**src/rtl/watch_key_ctrl_pkg.sv**
```systemverilog
// Shared types and constants for the watch controller: display modes, key
// command encodings and the wrap limits of the three time fields.
package watch_pkg;

    typedef enum logic [1:0] {
        RUN   = 2'd0,
        SET_H = 2'd1,
        SET_M = 2'd2,
        SET_S = 2'd3
    } mode_t;

    localparam logic [3:0] KEY_MODE = 4'd0;
    localparam logic [3:0] KEY_INC  = 4'd1;
    localparam logic [3:0] KEY_DEC  = 4'd2;
    localparam logic [3:0] KEY_CLR  = 4'd3;

    localparam int HOUR_MAX = 23;
    localparam int MIN_MAX  = 59;
    localparam int SEC_MAX  = 59;

    // Only the four low codes are real commands; everything above is noise.
    function automatic logic key_is_cmd(input logic [3:0] code);
        return code <= KEY_CLR;
    endfunction

endpackage

```
**src/rtl/watch_key_ctrl_wrap_counter.sv**
```systemverilog
// Up/down/clear counter that wraps modulo MAX+1; carry flags an increment
// that wraps from MAX back to zero.
module wrap_counter #(
    parameter int W   = 6,
    parameter int MAX = 59
) (
    input  logic         clk,
    input  logic         rst,
    input  logic         inc,
    input  logic         dec,
    input  logic         clr,
    output logic [W-1:0] count,
    output logic         carry
);

    localparam logic [W-1:0] TOP = W'(MAX);

    assign carry = inc && !clr && (count == TOP);

    // Clear beats increment, increment beats decrement.
    always_ff @(posedge clk or posedge rst) begin
        if (rst) begin
            count <= '0;
        end else if (clr) begin
            count <= '0;
        end else if (inc) begin
            count <= (count == TOP) ? '0 : count + W'(1);
        end else if (dec) begin
            count <= (count == '0) ? TOP : count - W'(1);
        end
    end

endmodule

```
**src/rtl/watch_key_ctrl.sv**
```systemverilog
// Watch core: keeps hh:mm:ss, applies key commands from the button front-end,
// runs the RUN/SET_H/SET_M/SET_S mode FSM and produces per-field blink enables.
module watch_key_ctrl
    import watch_pkg::*;
#(
    parameter int BLINK_DIV    = 25_000_000,
    parameter int IDLE_TIMEOUT = 10
) (
    input  logic       clk,
    input  logic       rst,
    input  logic [3:0] key_code,
    input  logic       key_valid,
    input  logic       tick_1hz,
    output logic [4:0] hours,
    output logic [5:0] minutes,
    output logic [5:0] seconds,
    output logic [1:0] mode,
    output logic [2:0] blink,
    output logic       key_ack
);

    localparam int BW = (BLINK_DIV > 1) ? $clog2(BLINK_DIV) : 1;
    localparam int IW = (IDLE_TIMEOUT > 1) ? $clog2(IDLE_TIMEOUT + 1) : 1;

    mode_t         mode_q, mode_n;
    logic [IW-1:0] idle_q, idle_n;
    logic [BW-1:0] blink_cnt_q, blink_cnt_n;
    logic          phase_q, phase_n;
    logic [2:0]    blink_q, blink_n;
    logic          key_ack_q;

    logic accepted, k_mode, k_inc, k_dec, k_clr, in_run;
    logic sec_inc, sec_dec, sec_clr, sec_carry;
    logic min_inc, min_dec, min_carry;
    logic hr_inc, hr_dec, unused_hr_carry;

    assign accepted = key_valid && key_is_cmd(key_code);
    assign k_mode   = accepted && (key_code == KEY_MODE);
    assign k_inc    = accepted && (key_code == KEY_INC);
    assign k_dec    = accepted && (key_code == KEY_DEC);
    assign k_clr    = accepted && (key_code == KEY_CLR);
    assign in_run   = (mode_q == RUN);

    // A CLR in RUN swallows the tick of the same cycle; in SET modes time is frozen.
    assign sec_clr = k_clr && (in_run || mode_q == SET_S);
    assign sec_inc = (in_run && tick_1hz && !k_clr) || (mode_q == SET_S && k_inc);
    assign sec_dec = (mode_q == SET_S) && k_dec;
    assign min_inc = (in_run && sec_carry) || (mode_q == SET_M && k_inc);
    assign min_dec = (mode_q == SET_M) && k_dec;
    assign hr_inc  = (in_run && min_carry) || (mode_q == SET_H && k_inc);
    assign hr_dec  = (mode_q == SET_H) && k_dec;

    wrap_counter #(.W(6), .MAX(SEC_MAX)) u_seconds (
        .clk(clk), .rst(rst), .inc(sec_inc), .dec(sec_dec), .clr(sec_clr),
        .count(seconds), .carry(sec_carry)
    );

    wrap_counter #(.W(6), .MAX(MIN_MAX)) u_minutes (
        .clk(clk), .rst(rst), .inc(min_inc), .dec(min_dec), .clr(1'b0),
        .count(minutes), .carry(min_carry)
    );

    wrap_counter #(.W(5), .MAX(HOUR_MAX)) u_hours (
        .clk(clk), .rst(rst), .inc(hr_inc), .dec(hr_dec), .clr(1'b0),
        .count(hours), .carry(unused_hr_carry)
    );

    // Any accepted key, even one ignored in this mode, restarts the idle timer
    // and takes priority over a coincident tick.
    always_comb begin
        mode_n = mode_q;
        idle_n = idle_q;
        if (k_mode) begin
            idle_n = '0;
            case (mode_q)
                RUN:   mode_n = SET_H;
                SET_H: mode_n = SET_M;
                SET_M: mode_n = SET_S;
                SET_S: mode_n = RUN;
            endcase
        end else if (accepted) begin
            idle_n = '0;
        end else if (!in_run && tick_1hz) begin
            if (idle_q == IW'(IDLE_TIMEOUT - 1)) begin
                mode_n = RUN;
                idle_n = '0;
            end else begin
                idle_n = idle_q + 1'b1;
            end
        end
    end

    // Restarting the phase on a mode change keeps the new field visible at first.
    always_comb begin
        blink_cnt_n = blink_cnt_q + 1'b1;
        phase_n     = phase_q;
        if (mode_n != mode_q) begin
            blink_cnt_n = '0;
            phase_n     = 1'b0;
        end else if (blink_cnt_q == BW'(BLINK_DIV - 1)) begin
            blink_cnt_n = '0;
            phase_n     = ~phase_q;
        end
        blink_n = {phase_n && (mode_n == SET_H),
                   phase_n && (mode_n == SET_M),
                   phase_n && (mode_n == SET_S)};
    end

    always_ff @(posedge clk or posedge rst) begin
        if (rst) begin
            mode_q      <= RUN;
            idle_q      <= '0;
            blink_cnt_q <= '0;
            phase_q     <= 1'b0;
            blink_q     <= '0;
            key_ack_q   <= 1'b0;
        end else begin
            mode_q      <= mode_n;
            idle_q      <= idle_n;
            blink_cnt_q <= blink_cnt_n;
            phase_q     <= phase_n;
            blink_q     <= blink_n;
            key_ack_q   <= accepted;
        end
    end

    assign mode    = mode_q;
    assign blink   = blink_q;
    assign key_ack = key_ack_q;

endmodule

```
**config.mk**
```make
export PLATFORM = sky130hd
export DESIGN_NAME = watch_key_ctrl
export DESIGN_NICKNAME = d
export VERILOG_FILES = /design/src/rtl/watch_key_ctrl_pkg.sv /design/src/rtl/watch_key_ctrl_wrap_counter.sv /design/src/rtl/watch_key_ctrl.sv
export SDC_FILE = /design/constraint.sdc
export NUM_CORES = 1
export LEC_CHECK = 0
export ABC_AREA = 1
export CAP_MARGIN = 5
export CORE_ASPECT_RATIO = 0.5
export CORE_UTILIZATION = 25
export DETAILED_ROUTE_END_ITERATION = 7
export PLACE_DENSITY = 0.41
export REMOVE_ABC_BUFFERS = 1
export SYNTH_ARGS = -nofsm -noshare
export SYNTH_HDL_FRONTEND = slang
export SYNTH_SLANG_ARGS = --single-unit
```
**constraint.sdc**
```tcl
create_clock -name clk -period 1.8 [get_ports clk]
set_input_delay 0.27 -clock clk [delete_from_list [all_inputs] [get_ports clk]]
set_output_delay 0.27 -clock clk [all_outputs]
set_load 0.05 [all_outputs]
```
# After elaboration in Yosys (flattened, before gate mapping)
# Cells that the tools add are included.
[classes]
n_addsub = 8
n_lt_le_gt_ge = 1
eq_ne = 15
n_mux = 26
n_bitwise = 1
n_reduce_logical = 39
[ops]
columns = ["operator", "n"]
rows = [
  ["6-bit two-way mux", 9],
  ["25-bit two-way mux", 2],
  ["25-bit by 1-bit adder with 25-bit output, second input constant", 1],
  ["25-bit == test, second input constant", 1],
  ["1-bit logical AND", 23],
  ["5-bit two-way mux", 4],
  ["4-bit two-way mux", 4],
  ["6-bit by 1-bit adder with 6-bit output, second input constant", 2],
  ["6-bit == test, second input constant", 2],
  ["6-bit zero test", 2],
  ["6-bit by 1-bit subtractor with 6-bit output, second input constant", 2],
  ["2-bit == test, second input constant", 4],
  ["4-bit by 2-bit == test with 1-bit output, second input constant", 2],
  ["2-bit two-way mux", 4],
  ["2-bit case mux with 4 select lines", 1],
  ["3-bit nonzero test", 2],
  ["5-bit by 1-bit adder with 5-bit output, second input constant", 1],
  ["5-bit == test, second input constant", 1],
  ["5-bit zero test", 1],
  ["5-bit by 1-bit subtractor with 5-bit output, second input constant", 1],
  ["4-bit by 1-bit adder with 4-bit output, second input constant", 1],
  ["2-bit by 1-bit == test with 1-bit output, second input constant", 2],
  ["4-bit by 1-bit == test with 1-bit output, second input constant", 1],
  ["4-bit == test, second input constant", 1],
  ["other kinds (9)", 16],
]
[totals]
regBits = 53
input_bits = 8
output_inout_bits = 23
wordCells = 99

# Longest topological paths before layout
# Gate-level depths: netlist of the first run.
[logic_depth]
word_depth = 14
ltp_mapped = 13
mapped_depth_nobuf = 13

# Modules after synthesis
# A second synthesis of the first run with hierarchy kept.
[hier_totals]
hier_cells = 539
hier_area_um2 = 3846.2
[by_module_without_submodules]
columns = ["mod", "n_inst", "cells_each", "area_per_inst_um2", "seq_area_each_um2"]
rows = [
  ["watch_key_ctrl", 1, 302, 2316.0, 900.9],
  ["wrap_counter (u_minutes ...)", 2, 86, 556.8, 150.1],
  ["wrap_counter (u_hours)", 1, 65, 416.6, 125.1],
]

# Least setup slack after synthesis of the first run
# Ideal clock, no wire load.
[synth_path]
path_kind = "reg-to-reg"
start = "register mode_q[0], in the netlist mode[0]"
end = "register blink_cnt_q[13]"
setup_time_ns = 0.080
arrival_time_ns = 2.213
required_time_ns = 1.720
setup_slack_ns = -0.494
path_stages_with_launch = 11
path_buffers = 1
period_less_slack_ns = 2.294
cell_sequence = "dfrtp_1 inv_1 ha_1 nor2_2 nand3_2 nand3_1 nand2_2 xor2_2 nand2_4 buf_6 nor3_2"
[synth_between]
elab_chain_cells = 8
word_cells_on_any_way = 13
cone_classes = "eq/ne (4); mux (6); reduce/logical (3)"
[synth_lines]
columns = ["element", "line", "text"]
rows = [
  ["start: declaration", "watch_key_ctrl.sv:25", "mode_t mode_q, mode_n;"],
  ["start signal: assignment", "watch_key_ctrl.sv:118", "mode_q <= mode_n;"],
  ["2-bit zero test", "watch_key_ctrl.sv:42, watch_key_ctrl.sv:75", ""],
  ["1-bit zero test", "watch_key_ctrl.sv:83", "end else if (!in_run && tick_1hz) begin"],
  ["1-bit logical AND", "watch_key_ctrl.sv:83", ""],
  ["2-bit two-way mux", "watch_key_ctrl.sv:83", ""],
  ["2-bit two-way mux", "watch_key_ctrl.sv:81", "end else if (accepted) begin"],
  ["2-bit two-way mux (*)", "watch_key_ctrl.sv:73", "if (k_mode) begin"],
  ["via mode_n[1]", "watch_key_ctrl.sv:25", ""],
  ["2-bit inequality test (*)", "watch_key_ctrl.sv:97", "if (mode_n != mode_q) begin"],
  ["25-bit two-way mux (*)", "watch_key_ctrl.sv:97", ""],
  ["via blink_cnt_n[13]", "watch_key_ctrl.sv:27", "logic [BW-1:0] blink_cnt_q, blink_cnt_n;"],
  ["end signal: assignment", "watch_key_ctrl.sv:120", "blink_cnt_q <= blink_cnt_n;"],
  ["end: declaration", "watch_key_ctrl.sv:27", ""],
]
# Mark *: on every way through the listed nets, which the timed path passes. The rest lies on a longest branch.
# A chain may end at the register's enable or synchronous reset.

# Worst setup path after layout of the first run
[layout_path]
start = "register idle_q[1]"
end = "register blink_cnt_q[3]"
[layout_between]
elab_chain_cells = 7
[layout_lines]
columns = ["element", "line", "text"]
rows = [
  ["start: declaration", "watch_key_ctrl.sv:26", "logic [IW-1:0] idle_q, idle_n;"],
  ["start signal: assignment", "watch_key_ctrl.sv:119", "idle_q <= idle_n;"],
  ["4-bit == test", "watch_key_ctrl.sv:84", "if (idle_q == IW'(IDLE_TIMEOUT - 1)) begin"],
  ["2-bit two-way mux", "watch_key_ctrl.sv:84", ""],
  ["2-bit two-way mux", "watch_key_ctrl.sv:83", ""],
  ["2-bit two-way mux", "watch_key_ctrl.sv:81", ""],
  ["2-bit two-way mux", "watch_key_ctrl.sv:73", ""],
  ["via mode_n[1]", "watch_key_ctrl.sv:25", ""],
  ["2-bit inequality test", "watch_key_ctrl.sv:97", ""],
  ["25-bit two-way mux", "watch_key_ctrl.sv:97", ""],
  ["via blink_cnt_n[3]", "watch_key_ctrl.sv:27", ""],
]
# The timed path passes the listed nets, and every way through them passes these cells.

==> flow_summary.json, run 1 <==
{
  "status": "finished, final reports clean",
  "io_buffers": 30,
  "multi_input_area_mm2": 0.00233,
  "hold_violations": 0,
  "synthArstFlopShare_pct": 100,
  "synthDistinctLibCells": 42,
  "drcViolationCount": 0,
  "ys_seq_area_share_pct": 35.7,
  "cp.arrival_ns": 1.95,
  "crit_type": "flop to flop",
  "relSlewSlack_pct": 65.6,
  "max_freq_mhz": 576,
  "final_cells": 790,
  "first_pass_iters": 4,
  "synth_area_mm2": 0.00372,
  "via_count": 3532,
  "final_max_slew_viol_count": 0,
  "final_nets": 615,
  "hold_buffers": 0,
  "drt_iter0_drc": 119,
  "synth_largest_area_cell": "dfrtp_1",
  "skew_ns": 0.00307,
  "clk_pin_slew_ns": 0.07,
  "fin_crit_ns": 1.74,
  "seq_area_mm2": 0.00133,
  "ys.flop_type": "dfrtp_1",
  "ys_top_cells_by_area": "dfrtp_1 36%, nand2_1 10%, inv_1 7.0%",
  "rr_startpoint": "idle_q[1]",
  "fin_ws_ns": 0.0633,
  "htree_levels": 2,
  "grt_pass1_vias": 3373,
  "ir_worst_vdd_v": 0.000638,
  "synthCells": 501,
  "overflow": 0,
  "via_per_inst": 4.47,
  "powerDensity_mw_per_mm2": 1370,
  "cp-start-kind": "flop",
  "slowest_delay_ns": 0.38,
  "clk_latency_ns": 0.30,
  "crit_chain": "inv_1 > ha_1 > nand2_2 > nor2_4 > nand3_2 > nand3_2 > nand2_4 > xor2_4 > buf_12 > nand2_8 > nor3_2",
  "yosys_warnings": 0,
  "area_growth_pct": 36.9,
  "rrSetupSlack_ns": 0.06,
  "totalWireLength_um": 10400,
  "root_buffer": "clkbuf_16",
  "dp_hpwl_um": 7620,
  "end_kind": "flop",
  "pre_cts_slack_ns": -0.285,
  "gp_congestion": 0.864,
  "die_x_um": 175,
  "clockBufferDepth": 2,
  "initial_core_util_pct": 25.6,
  "cp.required_ns": 2.02,
  "fill_cells": 1564,
  "core_area_mm2": 0.0145,
  "die_h_um": 88.3,
  "groute.usage.overall_pct": 14.1,
  "dieArea_mm2": 0.0154,
  "dp.cells": 773,
  "grt_pass1_wl_um": 17200,
  "fp-row-count": 31,
  "synth_edf_count": 0,
  "crit_top_cell": "nand3_2",
  "reg2regPathDepth": 11,
  "grt_max_degree": 27,
  "r2r-end": "blink_cnt_q[3]",
  "ys_ff_latch": 53,
  "drive_gt1_share_pct": 29.6,
  "syn_avg_cell_area_um2": 7.42,
  "hold_class": "input port to async pin",
  "synth.top_cell.area_share_pct": 35.7,
  "worstMarginPinSlew_ns": 0.513,
  "final_antenna_net_count": 0,
  "antenna_found_initial": 0,
  "numCtsBuffers": 5,
  "setup_viol": 0,
  "cts_sinks": 53,
  "crit_fanout": 13,
  "tritoncts": "built",
  "pin_count": 31,
  "cpMaxStageDelayCell": "dfrtp_1",
  "antenna_cells": 0,
  "period_share_pct": 96.5,
  "rsz0062_at_grt": "true",
  "power_leakage_uw": 0.00224,
  "maxCapViolCount": 0,
  "wl_per_cell_um": 13.2
}
registers in the layout (all words and copies together) (netlist names):
| signal | count |
|---|---|
| u_hours.count | 5 |
| u_minutes.count | 6 |
| idle_q | 4 |
| blink_cnt_q | 25 |
| mode | 2 |
| key_ack | 1 |
| u_seconds.count | 6 |
| phase_q | 1 |
| blink | 3 |
kinds of logic (layout without fill, tap and decap cells):
group,after synthesis,after routing,synth area share (%)
flip-flops,53,53,35.7
AO/OA/AOI/OAI,48,48,7.90
buffers and inverters,81,171,8.81
XOR/XNOR,22,22,5.38
adder cells (fa/ha/maj),16,16,5.38
AND/OR/NAND/NOR,281,282,36.9
cell usage after synthesis, types with 2 or more instances:
master	instances
o22ai_1	6
nand2_2	5
buf_6	2
nor2_1	51
o211ai_1	5
nor3_1	22
nor3_2	4
inv_1	69
nand4_1	13
or2_2	4
clkbuf_1	2
dfrtp_1	53
nor3b_1	2
nand3_1	49
inv_2	4
nor2_2	7
o31ai_1	2
xnor2_1	7
nand2_4	3
xor2_1	14
ha_1	16
o21ai_0	15
nand3_4	2
nand2_1	102
buf_2	2
nor4_1	7
a21oi_1	8
nand3_2	6
o21ai_1	5
a21oi_2	2
through the flow:
stage	TNS [ns]	hold slack (ns)	utilization, %	cell area [µm²]	power, µW
2_1_floorplan	-17.64	0.443	-	3670	3970
3_3_place_gp	-9.32	0.550	31.6	4580	5280
3_5_place_dp	-10.26	0.544	31.6	4580	5260
4_1_cts	-0.0333	0.280	33.4	4850	6700
5_1_grt	-0.581	0.318	35.1	5090	7460
6_report	0	0.268	35.1	5090	6950
where the power goes:
| group | internal [µW] | switching [µW] |
|---|---|---|
| logic | 1670 | 2550 |
| clock network | 513 | 488 |
| registers | 1430 | 312 |
| total | 3610 | 3350 |
layout by cell type, fill, tap and decap left out, types with 3 or more instances in the layout:
cell type	count
o21ai_0	15
xor2_1	14
xnor2_1	7
buf_12	4
inv_1	62
nand2_2	11
o211ai_1	5
nor2_2	16
a21oi_1	8
nand2_8	3
nand3_4	5
clkdlybuf4s50_1	11
nand2_1	92
nand4_1	13
o22ai_1	6
nor3_1	16
nand3_2	8
nor2_1	37
nand3_1	44
clkbuf_16	5
inv_2	9
ha_1	12
buf_4	72
nor4_1	7
nor2_4	5
or2_2	4
nor3_2	9
dfrtp_1	52
nand2_4	5
o21ai_1	5
worst max path at each step:
| stage | startpoint | to | slack, ns | cells past startpoint |
|---|---|---|---|---|
| after detailed placement | key_code[3] | blink_cnt_q[3] | -0.29 | 10 |
| after global placement | key_code[3] | u_hours.count[4] | -0.27 | 11 |
| after floorplan | mode[0] | blink_cnt_q[0] | -0.49 | 9 |
| after CTS | idle_q[1] | blink[1] | -0.02 | 13 |
| after global routing | blink_cnt_q[0] | blink[0] | -0.04 | 10 |
| final | idle_q[1] | blink_cnt_q[3] | 0.06 | 11 |
critical path, delay by kind of cell (launching register included):
family | cells | cell delay [ns]
and+or+nand+nor | 7 | 0.74
DFF | 1 | 0.38
buffers and inverters | 2 | 0.22
xor gates and xnor gates | 1 | 0.17
adders and majority gates | 1 | 0.15
what timing repair did:
item / CTS / global route
pin swaps: 8 / 17
gates cloned: 1 / 0
buffers inserted: 2 / 6
endpoints found under the setup margin: 28 / 46
gates resized for setup: 17 / 52
metal layers:
metal | wire [µm] | up-vias | GRT usage (%)
li1 | - | 1828 | -
met1 | 5220 | 1642 | 19.7
met2 | 4800 | 55 | 22.9
met3 | 346 | 7 | 2.66
met4 | 80 | 0 | 2.92
met5 | 0 | - | 0
layout make-up:
| class | instances | area share [%] |
|---|---|---|
| clock buffers | 5 | 2.46 |
| inverters | 74 | 5.67 |
| flip-flops and latches | 53 | 26.1 |
| multi-input cells | 368 | 45.8 |
| clock inverters | 3 | 0.344 |
| well taps | 198 | 4.86 |
| repair buffers | 89 | 14.8 |
(Power assumes the default switching activity.)
==> inputs of run 2 (changes only) <==
==> constraint.sdc (replaced) <==
create_clock -name clk -period 1.8 [get_ports clk]
set_input_delay 0.18 -clock clk [delete_from_list [all_inputs] [get_ports clk]]
set_output_delay 0.18 -clock clk [all_outputs]
set_load 0.05 [all_outputs]
==> run 2 against run 1 <==
Effect of this change: power rose by 9.8%; sequential power is essentially flat; non-clock buffer count grew 10; sequential share of layout area down 0.66 points; global-route usage rose by 0.59 points; via count up 2.8%; sequential cell count stayed put; largest cell class unchanged; highest routed layer unchanged.
==> flow_summary.json, run 2 (synthesis gave the netlist of run 1 again) <==
{
  "status": "finished, final reports clean",
  "fill_cells": 1537,
  "end_kind": "output pin",
  "final_cells": 802,
  "gp_congestion": 0.844,
  "relSlewSlack_pct": 65.1,
  "maxCapViolCount": 0,
  "die_h_um": 88.3,
  "wl_per_cell_um": 13.5,
  "tns_ns": 0,
  "grt_pass1_wl_um": 17700,
  "setup_viol": 0,
  "drcViolationCount": 0,
  "powerDensity_mw_per_mm2": 1460,
  "cp.arrival_ns": 1.59,
  "final_max_slew_viol_count": 0,
  "dp.cells": 779,
  "htree_levels": 2,
  "top_regs": "blink_cnt_q (25), u_minutes.count (6), u_seconds.count (6)",
  "grt_pass1_vias": 3464,
  "groute.usage.overall_pct": 14.7,
  "rsz0062_at_grt": "true",
  "cp.required_ns": 1.62,
  "initial_core_util_pct": 25.6,
  "power_leakage_uw": 0.00233,
  "drive_gt1_share_pct": 28.5,
  "root_buffer": "clkbuf_16",
  "totalWireLength_um": 10900,
  "core_area_mm2": 0.0145,
  "pin_count": 31,
  "final_antenna_net_count": 0,
  "layout_commonest_cell": "nand2_1",
  "largest_register": "blink_cnt_q",
  "fp-row-count": 31,
  "first_pass_iters": 5,
  "fin_ws_ns": 0.0304,
  "grt_max_degree": 19,
  "io_buffers": 30,
  "overflow": 0,
  "cp-startpoint": "u_seconds.count[5]",
  "largest_reg_flops": 25,
  "antenna_cells": 0,
  "cpMaxStageDelayCell": "clkdlybuf4s50_1",
  "rrSetupSlack_ns": 0.04,
  "dp_hpwl_um": 7700,
  "hold_buffers": 0,
  "rr_startpoint": "idle_q[1]",
  "dieArea_mm2": 0.0154,
  "cts_sinks": 53,
  "final_cell_mix": "98 x nand2_1, 77 x buf_4, 61 x inv_1",
  "area_growth_pct": 40.5,
  "worstMarginPinSlew_ns": 0.522,
  "via_per_inst": 4.53,
  "max_freq_mhz": 565,
  "drt_iter0_drc": 199,
  "antenna_found_initial": 0,
  "crit_buf_inv": 1,
  "cp-start-kind": "flop",
  "crit_fanout": 5,
  "ir_worst_vdd_v": 0.000675,
  "final_nets": 627,
  "clk_latency_ns": 0.30,
  "hold_violations": 0,
  "clk_pin_slew_ns": 0.07,
  "crit_chain": "clkdlybuf4s50_1",
  "period_share_pct": 98.3,
  "fin_crit_ns": 1.77,
  "crit_type": "flop to output pin",
  "via_count": 3632,
  "skew_ns": 0.00579,
  "tritoncts": "built",
  "slowest_delay_ns": 0.84,
  "numCtsBuffers": 5,
  "crit_family": "buffers and inverters",
  "clockBufferDepth": 2,
  "die_x_um": 175,
  "pre_cts_slack_ns": -0.188,
  "hold_class": "input port to async pin"
}
run 2: cell types whose count changed in the layout (fill, tap and decap cells not counted), sizes merged:
| cell | delta |
|---|---|
| bufinv | +1 |
| clkdlybuf4s50 | +2 |
| clkbuf | +1 |
| clkinv | -2 |
| nand2 | +2 |
| buf | +6 |
| dlymetal6s2s | +2 |
run 2: where the power goes:
group	total [µW]	internal (µW)	switching, µW
registers	1730	1430	306
clock network	1180	697	487
logic	4720	1960	2750
total	7630	4090	3550
run 2: worst paths after layout:
path	end	cells after the start
setup / recovery	seconds[5]	1
hold / removal	idle_q[2]	2
setup reg to reg	blink_cnt_q[10]	12
hold reg to reg	u_hours.count[4]	2
max in group asynchronous	blink_cnt_q[24]	3
min in group clk	u_hours.count[4]	2
run 2: layout make-up:
class / count / area (µm²) / share of cell area, %
tap: 198 / 248 / 4.74
clock buffer: 6 / 139 / 2.66
inverter: 74 / 289 / 5.53
sequential: 53 / 1330 / 25.4
multi-input combinational: 370 / 2340 / 44.7
timing repair buffer: 99 / 847 / 16.2
clock inverter: 2 / 37.5 / 0.718
run 2: through the flow:
stage / hold slack [ns] / util (%) / instance area (µm²) / total power (µW)
finish: 0.203 / 36.0 / 5230 / 7630
global route: 0.236 / 36.0 / 5230 / 8180
CTS: 0.223 / 34.5 / 5010 / 7370
detailed placement: 0.534 / 31.9 / 4630 / 5290
global placement: 0.531 / 31.9 / 4630 / 5320
floorplan: 0.353 / - / 3670 / 3970
run 2: worst reg2reg max path, cell delays in order (launching register included):
cell     delay (ns)
dfrtp_1        0.39
inv_2          0.08
ha_4           0.13
nand2_4        0.05
nor2_4         0.11
nand3_2        0.10
nand3_2        0.10
nand2_4        0.08
xor2_4         0.19
buf_12         0.15
buf_12         0.14
nand2_8        0.10
nor2_1         0.05
run 2: metal layers:
layer | part of all wire, % | global-route usage [%] | up-vias
met3 | 3.0 | 2.62 | 13
met1 | 49 | 19.8 | 1713
met4 | 1.2 | 3.32 | 0
li1 | - | - | 1854
met5 | 0 | 0 | -
met2 | 46 | 24.7 | 52
run 2: timing repair:
| item | in CTS | in global routing |
|---|---|---|
| resized for setup | 19 | 45 |
| setup buffers | 6 | 8 |
| pin swaps | 10 | 13 |
| cloned | 3 | 0 |
| endpoints found under the setup margin | 28 | 48 |
